File: config.mk
export PLATFORM = sky130hd
export DESIGN_NAME = switch_egress_arbiter_flat
export DESIGN_NICKNAME = d
export VERILOG_FILES = /design/src/rtl/switch_egress_if.sv /design/src/rtl/switch_egress_arbiter.sv /design/src/flat_wrapper.sv
export SDC_FILE = /design/constraint.sdc
export NUM_CORES = 1
export LEC_CHECK = 0
export ABC_AREA = 1
export ABC_CLOCK_PERIOD_IN_PS = 10500
export CELL_PAD_IN_SITES_DETAIL_PLACEMENT = 0
export CELL_PAD_IN_SITES_GLOBAL_PLACEMENT = 1
export CORE_UTILIZATION = 35
export CTS_CLUSTER_DIAMETER = 120
export DETAILED_ROUTE_END_ITERATION = 12
export PLACE_DENSITY = 0.63
export SYNTH_ARGS = -nofsm -noshare
export SYNTH_HDL_FRONTEND = slang
export SYNTH_SLANG_ARGS = --single-unit
File: constraint.sdc
create_clock -name clk -period 10.5 [get_ports clk]
set_input_delay 2.1 -clock clk [delete_from_list [all_inputs] [get_ports clk]]
set_output_delay 2.1 -clock clk [all_outputs]
set_load 0.02 [all_outputs]
File: src/rtl/switch_egress_if.sv
// switch_egress_if: ingress transaction bundle and egress valid/ready stream of one egress arbiter
interface switch_egress_if #(parameter int NUM_PORTS = 4, parameter int DW = 8);
  logic [NUM_PORTS-1:0]    in_valid;
  logic [NUM_PORTS*4-1:0]  in_source;
  logic [NUM_PORTS*4-1:0]  in_target;
  logic [NUM_PORTS*DW-1:0] in_data;
  logic                    out_valid;
  logic                    out_ready;
  logic [3:0]              out_source;
  logic [3:0]              out_target;
  logic [DW-1:0]           out_data;
  logic [NUM_PORTS*3-1:0]  fifo_level;
  logic                    drop_pulse;
  logic [7:0]              drop_count;
  modport master (
    output in_valid, in_source, in_target, in_data, out_ready,
    input  out_valid, out_source, out_target, out_data, fifo_level, drop_pulse, drop_count
  );
  modport slave (
    input  in_valid, in_source, in_target, in_data, out_ready,
    output out_valid, out_source, out_target, out_data, fifo_level, drop_pulse, drop_count
  );
endinterface

File: src/rtl/switch_egress_arbiter.sv
// switch_egress_arbiter: per-ingress capture FIFOs for one egress port, round-robin merged
// onto a registered valid/ready stream with drop accounting.
module switch_egress_arbiter #(
  parameter int NUM_PORTS  = 4,
  parameter int PORT_ID    = 0,
  parameter int FIFO_DEPTH = 4,
  parameter int DW         = 8
) (
  input logic           clk,
  input logic           rst_n,
  switch_egress_if.slave bus
);
  localparam int AW = $clog2(FIFO_DEPTH);
  localparam int PW = NUM_PORTS > 1 ? $clog2(NUM_PORTS) : 1;
  localparam int EW = 4 + DW;
  typedef enum logic {EMPTY, HOLD} state_t;
  state_t state, state_n;
  logic [EW-1:0] mem [NUM_PORTS][FIFO_DEPTH];
  logic [AW:0] wr_ptr [NUM_PORTS];
  logic [AW:0] rd_ptr [NUM_PORTS];
  logic [AW:0] level [NUM_PORTS];
  logic [NUM_PORTS-1:0] req, full, nonempty, pop, push, drop;
  logic [PW-1:0] rr_ptr, win;
  logic load_en, grant, found;
  logic [7:0] ndrop, drop_count;
  logic [8:0] drop_sum;
  logic [3:0] out_source;
  logic [DW-1:0] out_data;
  logic drop_pulse;
  genvar g;
  generate
    for (g = 0; g < NUM_PORTS; g++) begin : g_fifo
      assign level[g] = wr_ptr[g] - rd_ptr[g];
      assign full[g] = level[g] == (AW+1)'(FIFO_DEPTH);
      assign nonempty[g] = level[g] != '0;
      assign req[g] = bus.in_valid[g] && bus.in_target[4*g+PORT_ID];
      // a full FIFO still accepts when the same cycle frees a slot
      assign push[g] = req[g] && (!full[g] || pop[g]);
      assign drop[g] = req[g] && full[g] && !pop[g];
      assign bus.fifo_level[3*g+:3] = 3'(level[g]);
      always_ff @(posedge clk or negedge rst_n)
        if (!rst_n) begin
          wr_ptr[g] <= '0;
          rd_ptr[g] <= '0;
        end else begin
          if (push[g]) wr_ptr[g] <= wr_ptr[g] + 1'b1;
          if (pop[g]) rd_ptr[g] <= rd_ptr[g] + 1'b1;
        end
      always_ff @(posedge clk)
        if (push[g]) mem[g][wr_ptr[g][AW-1:0]] <= {bus.in_source[4*g+:4], bus.in_data[DW*g+:DW]};
    end
  endgenerate
  always_comb begin
    win = '0;
    found = 1'b0;
    for (int k = 0; k < NUM_PORTS; k++) begin
      if (!found && nonempty[(int'(rr_ptr) + k) % NUM_PORTS]) begin
        win = PW'((int'(rr_ptr) + k) % NUM_PORTS);
        found = 1'b1;
      end
    end
  end
  always_comb begin
    load_en = state == EMPTY || bus.out_ready;
    grant = load_en && found;
    pop = grant ? NUM_PORTS'(1) << win : '0;
    state_n = grant ? HOLD : load_en ? EMPTY : state;
  end
  always_comb begin
    ndrop = '0;
    for (int k = 0; k < NUM_PORTS; k++) ndrop = ndrop + 8'(drop[k]);
    drop_sum = {1'b0, drop_count} + {1'b0, ndrop};
  end
  always_ff @(posedge clk or negedge rst_n)
    if (!rst_n) begin
      state <= EMPTY;
      rr_ptr <= '0;
      out_source <= '0;
      out_data <= '0;
      drop_pulse <= 1'b0;
      drop_count <= '0;
    end else begin
      state <= state_n;
      drop_pulse <= |drop;
      drop_count <= drop_sum[8] ? 8'hFF : drop_sum[7:0];
      if (grant) begin
        rr_ptr <= win == PW'(NUM_PORTS-1) ? '0 : win + 1'b1;
        {out_source, out_data} <= mem[win][rd_ptr[win][AW-1:0]];
      end
    end
  assign bus.out_valid = state == HOLD;
  assign bus.out_target = bus.out_valid ? 4'b1 << PORT_ID : 4'b0;
  assign bus.out_source = out_source;
  assign bus.out_data = out_data;
  assign bus.drop_pulse = drop_pulse;
  assign bus.drop_count = drop_count;
endmodule

File: src/flat_wrapper.sv
// flat-port wrapper written by rule: the top's interface ports become plain ports
module switch_egress_arbiter_flat 
#(
  parameter int NUM_PORTS  = 4,
  parameter int PORT_ID    = 0,
  parameter int FIFO_DEPTH = 4,
  parameter int DW         = 8
)
  (clk, rst_n, bus_in_valid, bus_in_source, bus_in_target, bus_in_data, bus_out_ready, bus_out_valid, bus_out_source, bus_out_target, bus_out_data, bus_fifo_level, bus_drop_pulse, bus_drop_count);
  switch_egress_if #(.NUM_PORTS(NUM_PORTS), .DW(DW)) bus_i ();
  input logic clk;
  input logic rst_n;
  input wire logic [$bits(bus_i.in_valid)-1:0] bus_in_valid;
  input wire logic [$bits(bus_i.in_source)-1:0] bus_in_source;
  input wire logic [$bits(bus_i.in_target)-1:0] bus_in_target;
  input wire logic [$bits(bus_i.in_data)-1:0] bus_in_data;
  input wire logic [$bits(bus_i.out_ready)-1:0] bus_out_ready;
  output wire logic [$bits(bus_i.out_valid)-1:0] bus_out_valid;
  output wire logic [$bits(bus_i.out_source)-1:0] bus_out_source;
  output wire logic [$bits(bus_i.out_target)-1:0] bus_out_target;
  output wire logic [$bits(bus_i.out_data)-1:0] bus_out_data;
  output wire logic [$bits(bus_i.fifo_level)-1:0] bus_fifo_level;
  output wire logic [$bits(bus_i.drop_pulse)-1:0] bus_drop_pulse;
  output wire logic [$bits(bus_i.drop_count)-1:0] bus_drop_count;
  assign bus_i.in_valid = bus_in_valid;
  assign bus_i.in_source = bus_in_source;
  assign bus_i.in_target = bus_in_target;
  assign bus_i.in_data = bus_in_data;
  assign bus_i.out_ready = bus_out_ready;
  assign bus_out_valid = bus_i.out_valid;
  assign bus_out_source = bus_i.out_source;
  assign bus_out_target = bus_i.out_target;
  assign bus_out_data = bus_i.out_data;
  assign bus_fifo_level = bus_i.fifo_level;
  assign bus_drop_pulse = bus_i.drop_pulse;
  assign bus_drop_count = bus_i.drop_count;
  switch_egress_arbiter #(.NUM_PORTS(NUM_PORTS), .PORT_ID(PORT_ID), .FIFO_DEPTH(FIFO_DEPTH), .DW(DW)) u_core (.clk(clk), .rst_n(rst_n), .bus(bus_i));
endmodule
# After elaboration in Yosys (flattened, before gate mapping)
# Memory sizes are Yosys's and may differ from the RTL's.
# Index checks and enable logic that the tools add are counted.
# word_totals
ff_bits	48
ram_bits	192
inputBits	71
elab_cells	161
memories	1
# mem_list
memory	words	word_bits	rd	rd_ports_with_merged_regs	wr	line	source
u_core.mem	4	48	1	0	4	switch_egress_arbiter.sv:18	logic [EW-1:0] mem [NUM_PORTS][FIFO_DEPTH];
# classes
n_addsub	20
magnitude_cmp	14
eq_ne	5
n_shift	1
n_mux	47
n_bitwise	10
n_reduce_logical	49
# ops
op	count
48-bit two-way mux	4
12-bit demux with 2-bit select	4
12-bit two-way mux	6
3-bit by 1-bit adder with 3-bit output (second input constant)	8
12-bit binary-select mux with 2-bit select	1
1-bit logical AND	24
3-bit greater-or-equal comparator (second input constant)	6
1-bit two-way mux	18
2-bit NOT with 3-bit output	6
8-bit by 1-bit adder with 8-bit output	2
2-bit two-way mux	7
3-bit equality test (second input constant)	4
3-bit by 1-bit less-than comparator with 1-bit output (second input constant)	4
3-bit by 4-bit less-than comparator with 1-bit output (second input constant)	3
3-bit nonzero test	4
3-bit subtractor	4
1-bit zero test	11
8-bit by 8-bit adder with 9-bit output	1
1-bit binary-select mux with 2-bit select	4
8-bit two-way mux	1
3-bit binary-select mux with 2-bit select	1
2-bit OR reduction	3
1-bit logical OR	5
2-bit by 1-bit adder with 2-bit output (second input constant)	2
other kinds (10)	13

# Depth between registers and ports, before layout
# depth
word_depth	23
ltp_mapped	34

# Worst setup path after synthesis
# OpenSTA, ideal clock, no wires.
# synth_timing
path_kind	input-to-reg
startpoint	input port bus_out_ready
endpoint	register u_core.drop_count[2] (netlist: u_core.bus.drop_count[2])
setup_ps	83
arrival_ps	4706
setup_slack_ps	5711
path_stages	17
path_buffers	0
path_cell_list	o21ai_2 > inv_2 > nand3_2 > nand3_1 > nor2_1 > ha_1 > inv_1 > fa_1 > inv_1 > ha_1 > inv_1 > fa_1 > nor2_1 > nor2_1 > nor4_1 > nand2_1 > o21ai_0
# synth_between
elab_chain_len	10
elab_cells_between_ends	16
cone_classes	add/sub: 4; mux: 2; reduce/logical: 10
# synth_lines
item	line	source
start, declared	flat_wrapper.sv:17	input wire logic [$bits(bus_i.out_ready)-1:0] bus_out_ready;
1-bit logical OR (*)	switch_egress_arbiter.sv:64	load_en = state == EMPTY || bus.out_ready;
1-bit logical AND (*)	switch_egress_arbiter.sv:65	grant = load_en && found;
4-bit two-way mux (*)	switch_egress_arbiter.sv:66	pop = grant ? NUM_PORTS'(1) << win : '0;
1-bit zero test	switch_egress_arbiter.sv:39	assign drop[g] = req[g] && full[g] && !pop[g];
1-bit logical AND	switch_egress_arbiter.sv:39	
1-bit by 1-bit adder with 2-bit output	switch_egress_arbiter.sv:71	for (int k = 0; k < NUM_PORTS; k++) ndrop = ndrop + 8'(drop[k]);
8-bit by 1-bit adder with 8-bit output	switch_egress_arbiter.sv:71	
8-bit by 1-bit adder with 8-bit output (*)	switch_egress_arbiter.sv:71	
8-bit by 8-bit adder with 9-bit output (*)	switch_egress_arbiter.sv:72	drop_sum = {1'b0, drop_count} + {1'b0, ndrop};
8-bit two-way mux (*)	switch_egress_arbiter.sv:85	drop_count <= drop_sum[8] ? 8'hFF : drop_sum[7:0];
end signal, assigned	switch_egress_arbiter.sv:85	
end, declared	switch_egress_arbiter.sv:25	logic [7:0] ndrop, drop_count;
# Mark *: on every way between the ends. The rest lies on a longest branch, timed or not.
# A chain may end at the register's enable or synchronous reset.

# Worst setup path in the final report
# layout_timing
startpoint	register u_core.rd_ptr[6] in the netlist's numbering
endpoint	register u_core.drop_count[2] (netlist: u_core.bus.drop_count[2])
# layout_between
elab_chain_len	23
elab_cells_between_ends	45
cone_classes	add/sub: 5; eq/ne: 1; shift: 1; mux: 21; reduce/logical: 17
# layout_lines
item	line	source
start, declared	switch_egress_arbiter.sv:20	logic [AW:0] rd_ptr [NUM_PORTS];
start signal, assigned by index	switch_egress_arbiter.sv:47	if (pop[g]) rd_ptr[g] <= rd_ptr[g] + 1'b1;
3-bit subtractor (*)	switch_egress_arbiter.sv:33	assign level[g] = wr_ptr[g] - rd_ptr[g];
3-bit nonzero test	switch_egress_arbiter.sv:35	assign nonempty[g] = level[g] != '0;
1-bit binary-select mux with 2-bit select	switch_egress_arbiter.sv:57	if (!found && nonempty[(int'(rr_ptr) + k) % NUM_PORTS]) begin
1-bit two-way mux (not written as such)	switch_egress_arbiter.sv:57	
1-bit two-way mux	switch_egress_arbiter.sv:57	
1-bit zero test	switch_egress_arbiter.sv:57	
1-bit logical AND	switch_egress_arbiter.sv:57	
1-bit two-way mux	switch_egress_arbiter.sv:57	
[7 not listed]	--	
4-bit two-way mux	switch_egress_arbiter.sv:66	
1-bit zero test	switch_egress_arbiter.sv:39	
1-bit logical AND	switch_egress_arbiter.sv:39	
1-bit by 1-bit adder with 2-bit output	switch_egress_arbiter.sv:71	
8-bit by 1-bit adder with 8-bit output	switch_egress_arbiter.sv:71	
8-bit by 1-bit adder with 8-bit output (*)	switch_egress_arbiter.sv:71	
8-bit by 8-bit adder with 9-bit output (*)	switch_egress_arbiter.sv:72	
8-bit two-way mux (*)	switch_egress_arbiter.sv:85	
# Mark *: on every way between the ends. The rest lies on a longest branch, timed or not. The select of a mux whose other input is x is not followed.

==> load_flow_metrics.sql <==
INSERT INTO impl_metrics (metric_group, metric, value, unit) VALUES
('timing', 'fin_skew', '16.83', 'ps'),
('global_routing', 'antenna_found_initial', '0', ''),
('layout', 'finish.net_count', '1480', ''),
('timing', 'final-hold-violation-count', '0', ''),
('synth', 'syn-mean-instance-area', '9.263', 'µm²'),
('timing', 'timing.fmax', '154.6', 'MHz'),
('routing', 'drt-total-wl', '31280', 'µm'),
('clock_tree', 'worstSkewPairLatency', '540', 'ps'),
('synth', 'post_synth_num_cell_types', '35', ''),
('clock_tree', 'ctsHtreeMaxLevel', '1', ''),
('synth', 'fraction_of_the_yosys_area_taken_by_sequential_cells', '58.21', '%'),
('flow_run', 'maxCapViolCount', '0', ''),
('clock_tree', 'cts_max_path_buffers', '3', ''),
('die', 'die-area', '34940', 'µm²'),
('die', 'design.core.area', '33620', 'µm²'),
('synth', 'synthesis.instances', '1292', ''),
('min_path', 'hp_class', 'reg -> reg', ''),
('timing', 'period_share', '61.60', '%'),
('timing', 'tightest_slew', '1184', 'ps'),
('setup_path', 'critical-path-top-cell-by-count', 'nand2_1', ''),
('setup_path', 'cp_data_arrival_time', '6920', 'ps'),
('timing', 'final.min_clock_period', '6468', 'ps'),
('die', 'initial_core_util', '35.60', '%'),
('routing', 'routedWlPerCell', '17.00', 'µm'),
('placed_design', 'post_dp_hpwl', '20280', 'µm'),
('global_routing', 'via_count_of_the_first_global_routing_pass', '8303', ''),
('layout', 'layout-area-overhead-vs-synth', '18.06', '%'),
('clock_tree', 'cts_setup_buffers', '0', ''),
('die', 'die_height', '186.9', 'µm'),
('setup_path', 'max_stage_delay', '610', 'ps'),
('placed_design', 'place_congestion', '0.8045', ''),
('clock_tree', 'clock-root-buffer', 'clkbuf_16', ''),
('clock_tree', 'post_cts_resize_count', '0', ''),
('clock_tree', 'clock_input_transition_at_the_sequential_cells_of_the_worst_setup_and_hold_paths', '60', 'ps'),
('layout', 'area_occupied_by_multi_input_gates', '3727', 'µm²'),
('layout', 'seqCellArea', '6967', 'µm²'),
('global_routing', 'grt.overflow.total', '0', ''),
('synth', 'synthDominantCellAreaShare', '48.18', '%'),
('setup_path', 'crit_path_max_fanout', '56', ''),
('clock_tree', 'cts_num_sinks', '240', ''),
('synth', 'synth_area', '11970', 'µm²'),
('routing', 'antenna_left', '0', ''),
('routing', 'drt_pre_antenna_iters', '5', ''),
('placed_design', 'buffer_ports.inserted', '93', ''),
('clock_tree', 'cts_made_buffers', '28', ''),
('routing', 'post-route-drc-count', '0', ''),
('setup_path', 'worst_setup_path_start_kind', 'register', ''),
('layout', 'antenna_cells_inserted', '0', ''),
('routing', 'viasPerCell', '4.554', ''),
('timing', 'relSlewSlack', '21.05', '%'),
('setup_path', 'endpoint_kind', 'register', ''),
('layout', 'share_of_cells_above_drive_strength_1', '6.466', '%'),
('setup_path', 'path_class', 'reg -> reg', ''),
('layout', 'postLayoutCoreUtil', '42.03', '%'),
('clock_tree', 'cts_hold_fix_bufs', '0', ''),
('run_status', 'outcome', 'finished clean', ''),
('timing', 'grt_setup_unrepaired', 'no', ''),
('die', 'top_level_ports', '109', ''),
('setup_path', 'worst_ep_required_time', '10950', 'ps'),
('synth', 'synth.ff_latch_count', '240', ''),
('routing', 'dr.first_iter.drc_count', '503', ''),
('global_routing', 'grt_start_max_net_pins', '102', ''),
('layout', 'fillerInstances', '3349', ''),
('global_routing', 'global_route.usage.total', '18.11', '%'),
('die', 'dieWidth', '186.9', 'µm'),
('global_routing', 'grt_pass1_wl', '48290', 'µm'),
('timing', 'final-max-slew-violation-count', '0', ''),
('clock_tree', 'tritoncts', 'built', ''),
('synth', 'synth_top_cells_by_area', 'edfxtp_1 (48%), nand2_1 (12%), dfrtp_1 (10%)', ''),
('synth', 'netlist.top_cell.by_area', 'edfxtp_1', ''),
('timing', 'setup_tns', '0', 'ps'),
('die', 'floorplan.rows', '67', ''),
('timing', 'finalSetupViolCount', '0', ''),
('setup_path', 'critical_path.slowest_cell', 'inv_2', ''),
('synth', 'yosysWarnings', '0', ''),
('routing', 'vias', '8380', '');
per-stage QoR:
step	instances	instance area, µm²	hold WS (ps)	setup slack, ps
after floorplan	1294	11980	454.6	5711
after global placement	1789	13250	463.5	3875
after detailed placement	1789	13250	464.9	3892
after CTS	1840	14130	480.7	3898
after global routing	1840	14130	492.1	3206
final	1840	14130	473.7	4032
layout make-up:
| cell class | instances | share of cell area, % |
|---|---|---|
| repair buffers | 104 | 7.138 |
| clock inverters | 11 | 0.7705 |
| clock buffers | 40 | 5.429 |
| well taps | 448 | 3.967 |
| multi-input cells | 734 | 26.38 |
| flip-flops and latches | 240 | 49.31 |
| inverters | 263 | 7.005 |
cells in the mapped netlist:
cell / instances
nor2_1: 26
o21ai_2: 1
xor2_1: 15
and2_1: 1
nand3_1: 221
edfxtp_1: 192
buf_6: 3
o211ai_1: 2
o21ai_1: 2
inv_1: 254
inv_2: 8
nand2_2: 5
mux2_2: 2
buf_1: 1
clkbuf_1: 3
xnor2_1: 1
dfrtp_1: 48
buf_2: 38
nor2_2: 5
conb_1: 1
a21oi_1: 6
buf_4: 12
fa_1: 6
nand2_1: 369
o21bai_1: 2
nor4_1: 2
nand4_1: 1
ha_1: 32
o21ai_0: 8
a31oi_1: 1
xnor2_2: 1
or2_2: 2
inv_4: 1
nand3_2: 6
nand3b_1: 14
registers in the layout, indices dropped and copies added (netlist names):
name and flops:
u_core.mem 192, u_core.rd_ptr 12, u_core.wr_ptr 12, u_core.bus.drop_count 8
u_core.bus.out_data 8, u_core.bus.out_source 4, u_core.rr_ptr 2, u_core.bus.drop_pulse 1
u_core.bus.out_valid 1
cells by family (layout without fill, tap and decap cells):
group | Yosys count | after routing | share of synthesized area [%]
AND/OR/NAND/NOR | 652 | 652 | 23.85
XOR/XNOR | 17 | 17 | 1.307
buffers and inverters | 320 | 418 | 11.02
flip-flops | 240 | 240 | 58.21
AO/OA/AOI/OAI | 22 | 22 | 1.045
multiplexers | 2 | 2 | 0.1882
other | 1 | 3 | 0.03133
adder cells (fa/ha/maj) | 38 | 38 | 4.349
per-layer routing:
metal	GRT usage (%)	vias to the layer above	share of wire [%]
met3	2.214	57	3.9
li1	-	4237	-
met4	6.747	0	3.4
met5	0	-	0
met2	31.26	174	49
met1	23.26	3912	44
worst max-delay path: cells and delay by family (launching register included):
family,cells,cell delay (ps)
fa+ha+maj,6,2000
compound gates,1,130
flops,1,450
simple gates,16,2350
buf+inv,6,1400
layout by cell type (no fill, tap or decap), types with 3 or more instances in the layout:
master           instances
nand2_1                369
inv_1                  254
nand3_1                220
edfxtp_1               192
clkdlybuf4s50_1         92
dfrtp_1                 48
ha_1                    32
clkbuf_16               29
nor2_1                  19
xor2_1                  15
nand3b_1                14
nor2_2                  12
clkbuf_1                11
buf_4                   11
inv_2                    8
o21ai_0                  8
a21oi_1                  6
fa_1                     6
clkinv_2                 6
nand2_2                  5
nand3_2                  5
conb_1                   3
path summary, 6_finish.rpt:
| path | startpoint | to | slack (ps) | depth (start not counted) |
|---|---|---|---|---|
| max | u_core.rd_ptr[6]$_DFFE_PN0N_ | u_core.bus.drop_count[2]$_DFF_PN0_ | 4030 | 29 |
| max in group asynchronous | rst_n | u_core.rd_ptr[4]$_DFFE_PN0N_ | 8260 | 2 |
| min | u_core.bus.out_source[3]$_DFFE_PN0N_ | u_core.bus.out_source[3]$_DFFE_PN0N_ | 470 | 2 |
| min in group asynchronous | rst_n | u_core.bus.out_data[6]$_DFFE_PN0N_ | 1680 | 2 |
| max reg2reg | u_core.rd_ptr[6]$_DFFE_PN0N_ | u_core.bus.drop_count[2]$_DFF_PN0_ | 4030 | 29 |
| min reg2reg | u_core.bus.out_source[3]$_DFFE_PN0N_ | u_core.bus.out_source[3]$_DFFE_PN0N_ | 470 | 2 |
Power is left out: the tool's default activity adds up to more than one toggle a clock period on the data nets, which glitch-free logic cannot reach.
